[src/rtl/pipe_ctrl_unit.sv]
// EX-stage control decode for the 3-stage MIPS core, with branch squash window,
// hi/lo scoreboard for the multi-cycle multiplier and a registered WB control stage.
module pipe_ctrl_unit #(
  parameter int unsigned MULT_LAT       = 4,
  parameter int unsigned BRANCH_BUBBLES = 1
) (
  input  logic        clk,
  input  logic        rst,
  input  logic [31:0] instruction_EX,
  input  logic        instr_valid,
  input  logic        zero_EX,
  output logic [3:0]  alu_op,
  output logic [4:0]  shamt_EX,
  output logic        enhilo_EX,
  output logic [1:0]  regsel_EX,
  output logic        regwrite_EX,
  output logic        rdrt_EX,
  output logic        lui_EX,
  output logic [1:0]  alu_src_EX,
  output logic        gpio_out_EX,
  output logic        gpio_in_EX,
  output logic [1:0]  pc_src_EX,
  output logic        stall_FETCH,
  output logic        hilo_busy,
  output logic        illegal_EX,
  output logic        err_illegal,
  output logic        regwrite_WB,
  output logic [1:0]  regsel_WB,
  output logic        gpio_in_WB,
  output logic [4:0]  wdest_WB
);

  localparam logic [3:0] ALU_AND   = 4'b0000;
  localparam logic [3:0] ALU_OR    = 4'b0001;
  localparam logic [3:0] ALU_NOR   = 4'b0010;
  localparam logic [3:0] ALU_XOR   = 4'b0011;
  localparam logic [3:0] ALU_ADD   = 4'b0100;
  localparam logic [3:0] ALU_SUB   = 4'b0101;
  localparam logic [3:0] ALU_MULT  = 4'b0110;
  localparam logic [3:0] ALU_MULTU = 4'b0111;
  localparam logic [3:0] ALU_SLL   = 4'b1000;
  localparam logic [3:0] ALU_SRL   = 4'b1001;
  localparam logic [3:0] ALU_SRA   = 4'b1010;
  localparam logic [3:0] ALU_SLT   = 4'b1100;
  localparam logic [3:0] ALU_SLTU  = 4'b1101;

  // mcnt holds the busy cycles left after issue, so hi/lo become readable MULT_LAT cycles after issue
  localparam logic [3:0] MULT_LOAD   = 4'(MULT_LAT - 1);
  localparam logic [1:0] SQUASH_LOAD = 2'(BRANCH_BUBBLES);

  logic [5:0] opcode_s;
  logic [5:0] funct_s;
  logic [4:0] sh_s;
  logic [3:0] mcnt_r;
  logic [1:0] squash_cnt_r;

  logic [3:0] dec_alu_op_s;
  logic [4:0] dec_shamt_s;
  logic       dec_enhilo_s;
  logic [1:0] dec_regsel_s;
  logic       dec_regwrite_s;
  logic       dec_rdrt_s;
  logic       dec_lui_s;
  logic [1:0] dec_alu_src_s;
  logic       dec_gpio_out_s;
  logic       dec_gpio_in_s;
  logic       dec_beq_s;
  logic       dec_bne_s;
  logic       dec_j_s;
  logic       dec_hilo_use_s;
  logic       dec_illegal_s;

  logic       busy_s;
  logic       squashing_s;
  logic       stall_s;
  logic       active_s;
  logic       taken_s;
  logic       mult_issue_s;
  logic [4:0] wdest_s;

  assign opcode_s = instruction_EX[31:26];
  assign funct_s  = instruction_EX[5:0];
  assign sh_s     = instruction_EX[10:6];

  // Ungated decode of the EX instruction word
  always_comb begin
    dec_alu_op_s   = ALU_AND;
    dec_shamt_s    = 5'd0;
    dec_enhilo_s   = 1'b0;
    dec_regsel_s   = 2'd0;
    dec_regwrite_s = 1'b0;
    dec_rdrt_s     = 1'b0;
    dec_lui_s      = 1'b0;
    dec_alu_src_s  = 2'd0;
    dec_gpio_out_s = 1'b0;
    dec_gpio_in_s  = 1'b0;
    dec_beq_s      = 1'b0;
    dec_bne_s      = 1'b0;
    dec_j_s        = 1'b0;
    dec_hilo_use_s = 1'b0;
    dec_illegal_s  = 1'b0;
    if (instruction_EX == 32'd0) begin
      dec_illegal_s = 1'b0;
    end else begin
      case (opcode_s)
        6'b000000: begin
          case (funct_s)
            6'b000000: begin
              dec_alu_op_s   = ALU_SLL;
              dec_shamt_s    = sh_s;
              dec_regwrite_s = 1'b1;
            end
            6'b000010: begin
              if (sh_s == 5'd0) begin
                dec_gpio_out_s = 1'b1;
              end else begin
                dec_alu_op_s   = ALU_SRL;
                dec_shamt_s    = sh_s;
                dec_regwrite_s = 1'b1;
              end
            end
            6'b000011: begin
              if (sh_s == 5'd0) begin
                dec_gpio_in_s  = 1'b1;
                dec_regwrite_s = 1'b1;
              end else begin
                dec_alu_op_s   = ALU_SRA;
                dec_shamt_s    = sh_s;
                dec_regwrite_s = 1'b1;
              end
            end
            6'b010000: begin
              dec_regsel_s   = 2'd1;
              dec_regwrite_s = 1'b1;
              dec_hilo_use_s = 1'b1;
            end
            6'b010010: begin
              dec_regsel_s   = 2'd2;
              dec_regwrite_s = 1'b1;
              dec_hilo_use_s = 1'b1;
            end
            6'b011000: begin
              dec_alu_op_s   = ALU_MULT;
              dec_enhilo_s   = 1'b1;
              dec_hilo_use_s = 1'b1;
            end
            6'b011001: begin
              dec_alu_op_s   = ALU_MULTU;
              dec_enhilo_s   = 1'b1;
              dec_hilo_use_s = 1'b1;
            end
            6'b100000, 6'b100001: begin dec_alu_op_s = ALU_ADD;  dec_regwrite_s = 1'b1; end
            6'b100010, 6'b100011: begin dec_alu_op_s = ALU_SUB;  dec_regwrite_s = 1'b1; end
            6'b100100:            begin dec_alu_op_s = ALU_AND;  dec_regwrite_s = 1'b1; end
            6'b100101:            begin dec_alu_op_s = ALU_OR;   dec_regwrite_s = 1'b1; end
            6'b100110:            begin dec_alu_op_s = ALU_XOR;  dec_regwrite_s = 1'b1; end
            6'b100111:            begin dec_alu_op_s = ALU_NOR;  dec_regwrite_s = 1'b1; end
            6'b101010:            begin dec_alu_op_s = ALU_SLT;  dec_regwrite_s = 1'b1; end
            6'b101011:            begin dec_alu_op_s = ALU_SLTU; dec_regwrite_s = 1'b1; end
            default:              dec_illegal_s = 1'b1;
          endcase
        end
        6'b001000, 6'b001001: begin
          dec_alu_op_s = ALU_ADD; dec_alu_src_s = 2'd1; dec_rdrt_s = 1'b1; dec_regwrite_s = 1'b1;
        end
        6'b001100: begin dec_alu_op_s = ALU_AND; dec_alu_src_s = 2'd2; dec_rdrt_s = 1'b1; dec_regwrite_s = 1'b1; end
        6'b001101: begin dec_alu_op_s = ALU_OR;  dec_alu_src_s = 2'd2; dec_rdrt_s = 1'b1; dec_regwrite_s = 1'b1; end
        6'b001110: begin dec_alu_op_s = ALU_XOR; dec_alu_src_s = 2'd2; dec_rdrt_s = 1'b1; dec_regwrite_s = 1'b1; end
        6'b001010: begin dec_alu_op_s = ALU_SLT; dec_alu_src_s = 2'd1; dec_rdrt_s = 1'b1; dec_regwrite_s = 1'b1; end
        6'b001111: begin
          // lui is the zero-extended immediate shifted left by 16
          dec_alu_op_s   = ALU_SLL;
          dec_shamt_s    = 5'd16;
          dec_alu_src_s  = 2'd2;
          dec_lui_s      = 1'b1;
          dec_rdrt_s     = 1'b1;
          dec_regwrite_s = 1'b1;
        end
        6'b000100: begin dec_alu_op_s = ALU_SUB; dec_beq_s = 1'b1; end
        6'b000101: begin dec_alu_op_s = ALU_SUB; dec_bne_s = 1'b1; end
        6'b000010: dec_j_s = 1'b1;
        default:   dec_illegal_s = 1'b1;
      endcase
    end
  end

  assign busy_s       = (mcnt_r != 4'd0) && !rst;
  assign squashing_s  = (squash_cnt_r != 2'd0);
  assign stall_s      = !rst && instr_valid && !squashing_s && busy_s && dec_hilo_use_s;
  assign active_s     = !rst && instr_valid && !squashing_s && !stall_s;
  assign taken_s      = active_s && ((dec_beq_s && zero_EX) || (dec_bne_s && !zero_EX) || dec_j_s);
  assign mult_issue_s = active_s && dec_enhilo_s;
  assign stall_FETCH  = stall_s;
  assign hilo_busy    = busy_s;

  // Slot gating: only an active, legal slot drives EX controls
  always_comb begin
    alu_op      = 4'b0000;
    shamt_EX    = 5'd0;
    enhilo_EX   = 1'b0;
    regsel_EX   = 2'd0;
    regwrite_EX = 1'b0;
    rdrt_EX     = 1'b0;
    lui_EX      = 1'b0;
    alu_src_EX  = 2'd0;
    gpio_out_EX = 1'b0;
    gpio_in_EX  = 1'b0;
    pc_src_EX   = 2'd0;
    illegal_EX  = 1'b0;
    wdest_s     = 5'd0;
    if (active_s) begin
      if (dec_illegal_s) begin
        illegal_EX = 1'b1;
      end else begin
        alu_op      = dec_alu_op_s;
        shamt_EX    = dec_shamt_s;
        enhilo_EX   = dec_enhilo_s;
        regsel_EX   = dec_regsel_s;
        regwrite_EX = dec_regwrite_s;
        rdrt_EX     = dec_rdrt_s;
        lui_EX      = dec_lui_s;
        alu_src_EX  = dec_alu_src_s;
        gpio_out_EX = dec_gpio_out_s;
        gpio_in_EX  = dec_gpio_in_s;
        wdest_s     = dec_rdrt_s ? instruction_EX[20:16] : instruction_EX[15:11];
        if (dec_j_s) begin
          pc_src_EX = 2'd2;
        end else if (taken_s) begin
          pc_src_EX = 2'd1;
        end else begin
          pc_src_EX = 2'd0;
        end
      end
    end else begin
      illegal_EX = 1'b0;
    end
  end

  // Squash/multiply counters, sticky illegal flag and WB control stage
  always_ff @(posedge clk) begin
    if (rst) begin
      squash_cnt_r <= 2'd0;
      mcnt_r       <= 4'd0;
      err_illegal  <= 1'b0;
      regwrite_WB  <= 1'b0;
      regsel_WB    <= 2'd0;
      gpio_in_WB   <= 1'b0;
      wdest_WB     <= 5'd0;
    end else begin
      if (taken_s) begin
        squash_cnt_r <= SQUASH_LOAD;
      end else if (squashing_s) begin
        squash_cnt_r <= squash_cnt_r - 2'd1;
      end else begin
        squash_cnt_r <= squash_cnt_r;
      end
      if (mult_issue_s) begin
        mcnt_r <= MULT_LOAD;
      end else if (mcnt_r != 4'd0) begin
        mcnt_r <= mcnt_r - 4'd1;
      end else begin
        mcnt_r <= mcnt_r;
      end
      err_illegal <= err_illegal | illegal_EX;
      regwrite_WB <= regwrite_EX && (wdest_s != 5'd0);
      regsel_WB   <= regsel_EX;
      gpio_in_WB  <= gpio_in_EX;
      wdest_WB    <= wdest_s;
    end
  end

endmodule
[config.mk]
export PLATFORM = sky130hd
export DESIGN_NAME = pipe_ctrl_unit
export DESIGN_NICKNAME = d
export VERILOG_FILES = /design/src/rtl/pipe_ctrl_unit.sv
export SDC_FILE = /design/constraint.sdc
export NUM_CORES = 1
export LEC_CHECK = 0
export ABC_AREA = 1
export CAP_MARGIN = 20
export CORE_AREA = 2 2 61 69
export CTS_CLUSTER_SIZE = 20
export DETAILED_ROUTE_END_ITERATION = 8
export DIE_AREA = 0 0 63 71
export PLACE_DENSITY = 0.87
export RECOVER_POWER = 25
export SLEW_MARGIN = 20
export SYNTH_ARGS = -nofsm -noshare
export SYNTH_HDL_FRONTEND = slang
export SYNTH_SLANG_ARGS = --single-unit
[constraint.sdc]
create_clock -name clk -period 1.85 [get_ports clk]
set_input_delay 0.185 -clock clk [delete_from_list [all_inputs] [get_ports clk]]
set_output_delay 0.185 -clock clk [all_outputs]
set_load 0.01 [all_outputs]
# == Word level (Yosys, flattened, before mapping) ==
# Cells that the tools add are included.
# classes
add_sub_neg,2
n_eq_ne,26
muxes,77
n_bitwise,1
n_reduce_logical,41
# op_table
cell,count
$eq 6x6->1 const B,10
$pmux 4 s12,1
$mux 1,44
$eq 6x4->1 const B,7
$mux 5,7
$logic_not 32->1,1
$pmux 4 s7,1
$eq 6x5->1 const B,4
$mux 2,12
$mux 4,5
$pmux 5 s2,2
$eq 6x2->1 const B,3
$reduce_or 17->1,1
$reduce_or 2->1,8
$reduce_or 14->1,1
$eq 6x3->1 const B,2
$logic_not 6->1,2
$logic_and 1x1->1,11
$reduce_or 10->1,1
$pmux 2 s2,2
$reduce_or 4->1,2
$reduce_or 7->1,1
$pmux 1 s2,3
$reduce_bool 2->1,3
other kinds (9),13
# word_totals
register_bits,16
in_bits,36
out_inout_bits,34
wordCells,156

# == Depth between registers and ports, before layout ==
# Gate-level depths: netlist of the first run.
# logic_depth
word_depth,13
ltp_mapped,14
ltp_nobuf,13

# == Worst setup path before layout of the first run ==
# No wires, ideal clock.
# synth_path
path_kind,reg-to-output
from,reg squash_cnt_r[0]
to,out enhilo_EX
arrival_time_ns,1.607
required_ns,1.665
path_slack_ns,0.058
stages_incl_launch_ff,13
path_buffers,1
path_cell_list,dfxtp_1 -> inv_1 -> ha_1 -> nand2_1 -> nor2_1 -> nand2_1 -> nor2_1 -> nand2_2 -> nand2_4 -> a31oi_4 -> nand2_4 -> buf_12 -> nor3_1
# synth_via
elab_chain_cells,8
# synth_rtl
element,line,rtl
from (decl),55,logic [1:0] squash_cnt_r;
from (signal assigned),253,squash_cnt_r <= squash_cnt_r - 2'd1;
from (signal assigned),255,squash_cnt_r <= squash_cnt_r;
$reduce_bool 2->1 *,188,assign squashing_s = (squash_cnt_r != 2'd0);
$logic_not 1->1 *,"189, 190",
$logic_and 1x1->1 *,"189, 190",
$logic_and 1x1->1 (2 in a row),189,assign stall_s = !rst && instr_valid && !squashing_s && busy_s && dec_hilo_use_s;
$logic_not 1->1,190,assign active_s = !rst && instr_valid && !squashing_s && !stall_s;
$logic_and 1x1->1 *,190,
$mux 1 *,211,if (active_s) begin
to (decl),14,"output logic enhilo_EX,"
# Every way passes the cells marked *; elsewhere a longest branch is shown, timed or not.

# == Final worst setup path of the first run ==
# layout_path
from,in instruction_EX[28]
to,out pc_src_EX[0]
# layout_via
elab_chain_cells,11
elab_cells_between_ends,35
classes_between,10 x eq/ne; 14 x mux; 11 x reduce/logical
# layout_rtl
element,line,rtl
from (decl),9,"input logic [31:0] instruction_EX,"
$eq 6x3->1 / $logic_not 6->1 (equally long branches),105,case (opcode_s)
$mux 1,105,
$mux 1,102,if (instruction_EX == 32'd0) begin
$logic_and 1x1->1 (on tied branches),"191, 189",
$logic_or 1x1->1 / $logic_not 1->1 (equally long branches),"191, 190",
$logic_or 1x1->1 / $logic_and 1x1->1 (equally long branches),"191, 190",
$logic_and 1x1->1,191,assign taken_s = active_s && ((dec_beq_s && zero_EX) || (dec_bne_s && !zero_EX) || dec_j_s);
$mux 1,228,end else if (taken_s) begin
$mux 2,226,if (dec_j_s) begin
$mux 2,212,if (dec_illegal_s) begin
$mux 2 *,211,
to (decl),22,"output logic [1:0] pc_src_EX,"
# Marked as above.

==> results_dict.tcl, run 1 <==
set metrics [dict create \
    status "complete, but fails checks" \
    violations "design-rule violations, negative setup slack" \
    syn-mean-instance-area_um2 6.34 \
    core_area_mm2 0.00381 \
    max_cap_violations 0 \
    whs_ns 0.513 \
    synth_top_area_frac 0.209 \
    rows 24 \
    dp_hpwl_um 4290 \
    p_leak_nw 1.57 \
    dp_cells 429 \
    crit_start "instruction_EX[28]" \
    start_kind "primary input" \
    drt_wl_total_um 7730 \
    grt_overflow 0 \
    fmax_ghz 0.457 \
    dr_total_vias 2456 \
    cts_tree "built" \
    layout.cells.non_filler 446 \
    grt_pass1_wl_um 10200 \
    synth_nets 279 \
    synth_cells 241 \
    cp_max_fo 3 \
    cts_root_buf "clkbuf_8" \
    drive_gt1_frac 0.515 \
    initial_core_util 0.401 \
    firstDrtPassIters 6 \
    min_from "err_illegal" \
    fp.dieH_um 71 \
    antenna_found_initial 0 \
    crit_buf_inv 5 \
    yosysSeqAreaShare 0.209 \
    maxSlewHeadroom 0.744 \
    slew_violations 0 \
    seq_area_um2 324 \
    crit_chain "clkdlybuf4s50_1 -> buf_4 -> inv_1 -> nor2_2 -> nand3_1 -> buf_4 -> o21ai_1 -> nand2_4 -> nor2_4 -> buf_6" \
    multi_input_area_mm2 0.00127 \
    area_growth_pct 110 \
    crit_required_ns 1.66 \
    post_dp_cell_area_mm2 0.00277 \
    cp.arrival_ns 2.00 \
    rsz0062_at_grt "yes" \
    htreeDepth 1 \
    drt_drc_violations_left 1 \
    grt.met3_usage 0.0763 \
    crit_top_cell "buf_4" \
    powerDensity_mw_per_mm2 609 \
    cts_buffer_depth 2 \
    synth.distinct_cells 33 \
    grt_pass1_vias 2334 \
    fin_ws_ns -0.340 \
    diodes 0 \
    grt_use_total 0.285 \
    ys_top_cells_by_area "dfxtp_1 21%, nand2_1 10%, nor2_1 10%" \
    grt_max_degree 9 \
    yosys.area.top_type "dfxtp_1" \
    tightest_slew_ns 0.381 \
    worstHoldEndpoint "err_illegal" \
    rrSetupSlack_ns -0.21 \
    rr_startpoint "squash_cnt_r[0]" \
    finalCoreUtilization 0.842 \
    period_share 1.18 \
    numClockSinks 16 \
    cts.clk_slew.worst_paths_ns 0.06 \
    hp-class "reg -> reg" \
    cts_buffers 3 \
    avgRoutedWirePerCell_um 17.3 \
    fin_nets 434 \
    crit_type "in -> out" \
    critPathCaptureType "output pin" \
    cp_top_family "buffers and inverters" \
    clkLatencyLatePin_ns 0.25 \
    cpMaxStageDelayCell "clkdlybuf4s50_1" \
    fin_skew_ns 0.00308 \
    setup_violations 29 \
    grtUsageMet2 0.561 \
    use_met1 0.277 \
    min_path_cells 1 \
    layout_min_cycle_time_ns 2.19 \
    rr_endpoint "regwrite_WB" \
    fin_area_mm2 0.00321 \
    viasPerCell 5.51 \
    die_w_um 63 \
    synth_area_mm2 0.00153 \
    die_area_mm2 0.00447 \
    peakVddDrop_mv 0.517 \
    port-buffer-count 69 \
    place_congestion 0.911 \
    finalSetupTns_ns -6.12 \
    top_usage_layer "met2" \
    ctsHoldBuffers 0 \
    pin_count 70 \
    hold_viol_final 0 \
    fillCellCount 197 \
    synth-seq-cells 16 \
    yosys_warnings 0 \
    max_stage_delay_ns 0.50 \
    ant_nets 0 \
    r2r_cells 16 \
    drtIter0Drc 217 \
]
==> area by class of cell <==
class | instances | area share
inverter | 44 | 0.0616
timing repair buffer | 152 | 0.408
sequential | 16 | 0.101
multi-input combinational | 179 | 0.396
tap | 52 | 0.0203
clock buffer | 3 | 0.0129
==> worst reg2reg max path, delay by kind of cell (launching register included) <==
kind | cells | cell delay [ns]
AOI/OAI and AO/OA | 1 | 0.04
adders and majority gates | 1 | 0.14
and+or+nand+nor | 10 | 0.98
buffers and inverters | 4 | 0.47
DFF | 1 | 0.33
==> cells in the final DEF (no fill, tap or decap), types with 3 or more instances in the layout <==
cell type	n
a21oi_1	7
a31oi_1	3
buf_2	12
buf_4	72
buf_6	20
clkbuf_8	3
clkdlybuf4s50_1	38
dfxtp_1	13
dfxtp_2	3
dlygate4sd2_1	8
inv_1	25
inv_2	14
nand2_1	34
nand2_2	6
nand2_4	10
nand3_1	14
nand3_2	8
nand3_4	5
nand4_1	5
nor2_1	23
nor2_2	14
nor2_4	15
nor3_1	7
nor3_2	3
o21ai_0	4
xnor2_1	3
==> worst max-delay path by stage <==
| stage | end | cells after the start | slack, ns |
|---|---|---|---|
| after floorplan | enhilo_EX | 12 | 0.06 |
| after global placement | shamt_EX[1] | 10 | -0.64 |
| after detailed placement | alu_op[3] | 12 | -0.71 |
| after CTS | alu_op[3] | 14 | -0.19 |
| after global routing | alu_op[1] | 13 | -0.40 |
| final | pc_src_EX[0] | 10 | -0.34 |
==> metrics by stage <==
step	total power, mW	setup slack, ns
detailed placement	1.29	-0.712
global placement	1.26	-0.644
finish	1.96	-0.340
global route	2.05	-0.399
floorplan	0.872	0.0584
CTS	1.71	-0.190
==> repair_timing <==
item	CTS	global route
resized for setup	152	56
gates cloned	1	0
setup buffers	11	3
pin swaps	23	19
setup endpoints to repair	25	34
==> sequential cells by signal, indices dropped and copies added (netlist names) <==
name	count
regsel_WB	2
regwrite_WB	1
squash_cnt_r	2
wdest_WB	5
mcnt_r	4
err_illegal	1
gpio_in_WB	1
==> power by group <==
group	internal, mW	total [mW]	switching, mW
logic	0.607	1.23	0.628
clock network	0.144	0.261	0.117
registers	0.417	0.460	0.0427
total	1.17	1.96	0.787
==> cell usage after synthesis, drive strengths merged <==
master and instances:
nor4 1, dfxtp 16, inv 42, o31ai 1, a31oi 4, nand2 50, nor3b 2, ha 2
nand3 27, xnor2 3, xor2 2, nand4 5, nor3 11, buf 3, o21a 1, nor2 52
clkinv 1, a21oi 10, o21ai 7, bufinv 1
==> routing by layer <==
| metal | wire (µm) | vias up |
|---|---|---|
| met1 | 2500 | 1126 |
| met4 | 510 | 0 |
| met2 | 4020 | 192 |
| met3 | 693 | 63 |
| met5 | 0 | - |
| li1 | - | 1075 |
==> cells by family (layout without fill, tap and decap cells) <==
logic type | Yosys count | count (layout) | share of synthesized area
AOI/OAI and AO/OA | 23 | 23 | 0.0917
xor gates and xnor gates | 5 | 5 | 0.0286
and+or+nand+nor | 148 | 149 | 0.507
buffers and inverters | 47 | 199 | 0.146
DFF | 16 | 16 | 0.209
adders and majority gates | 2 | 2 | 0.0164
Power figures use the tool's default switching activity.
==> run 2, diff against run 1 <==
--- a/config.mk
+++ b/config.mk
@@ -13,7 +13,6 @@
 export DIE_AREA = 0 0 63 71
 export PLACE_DENSITY = 0.87
 export RECOVER_POWER = 25
-export SLEW_MARGIN = 20
 export SYNTH_ARGS = -nofsm -noshare
 export SYNTH_HDL_FRONTEND = slang
 export SYNTH_SLANG_ARGS = --single-unit
==> results of run 2 <==
Final layout, timing and power as in run 1 (identical DEF).
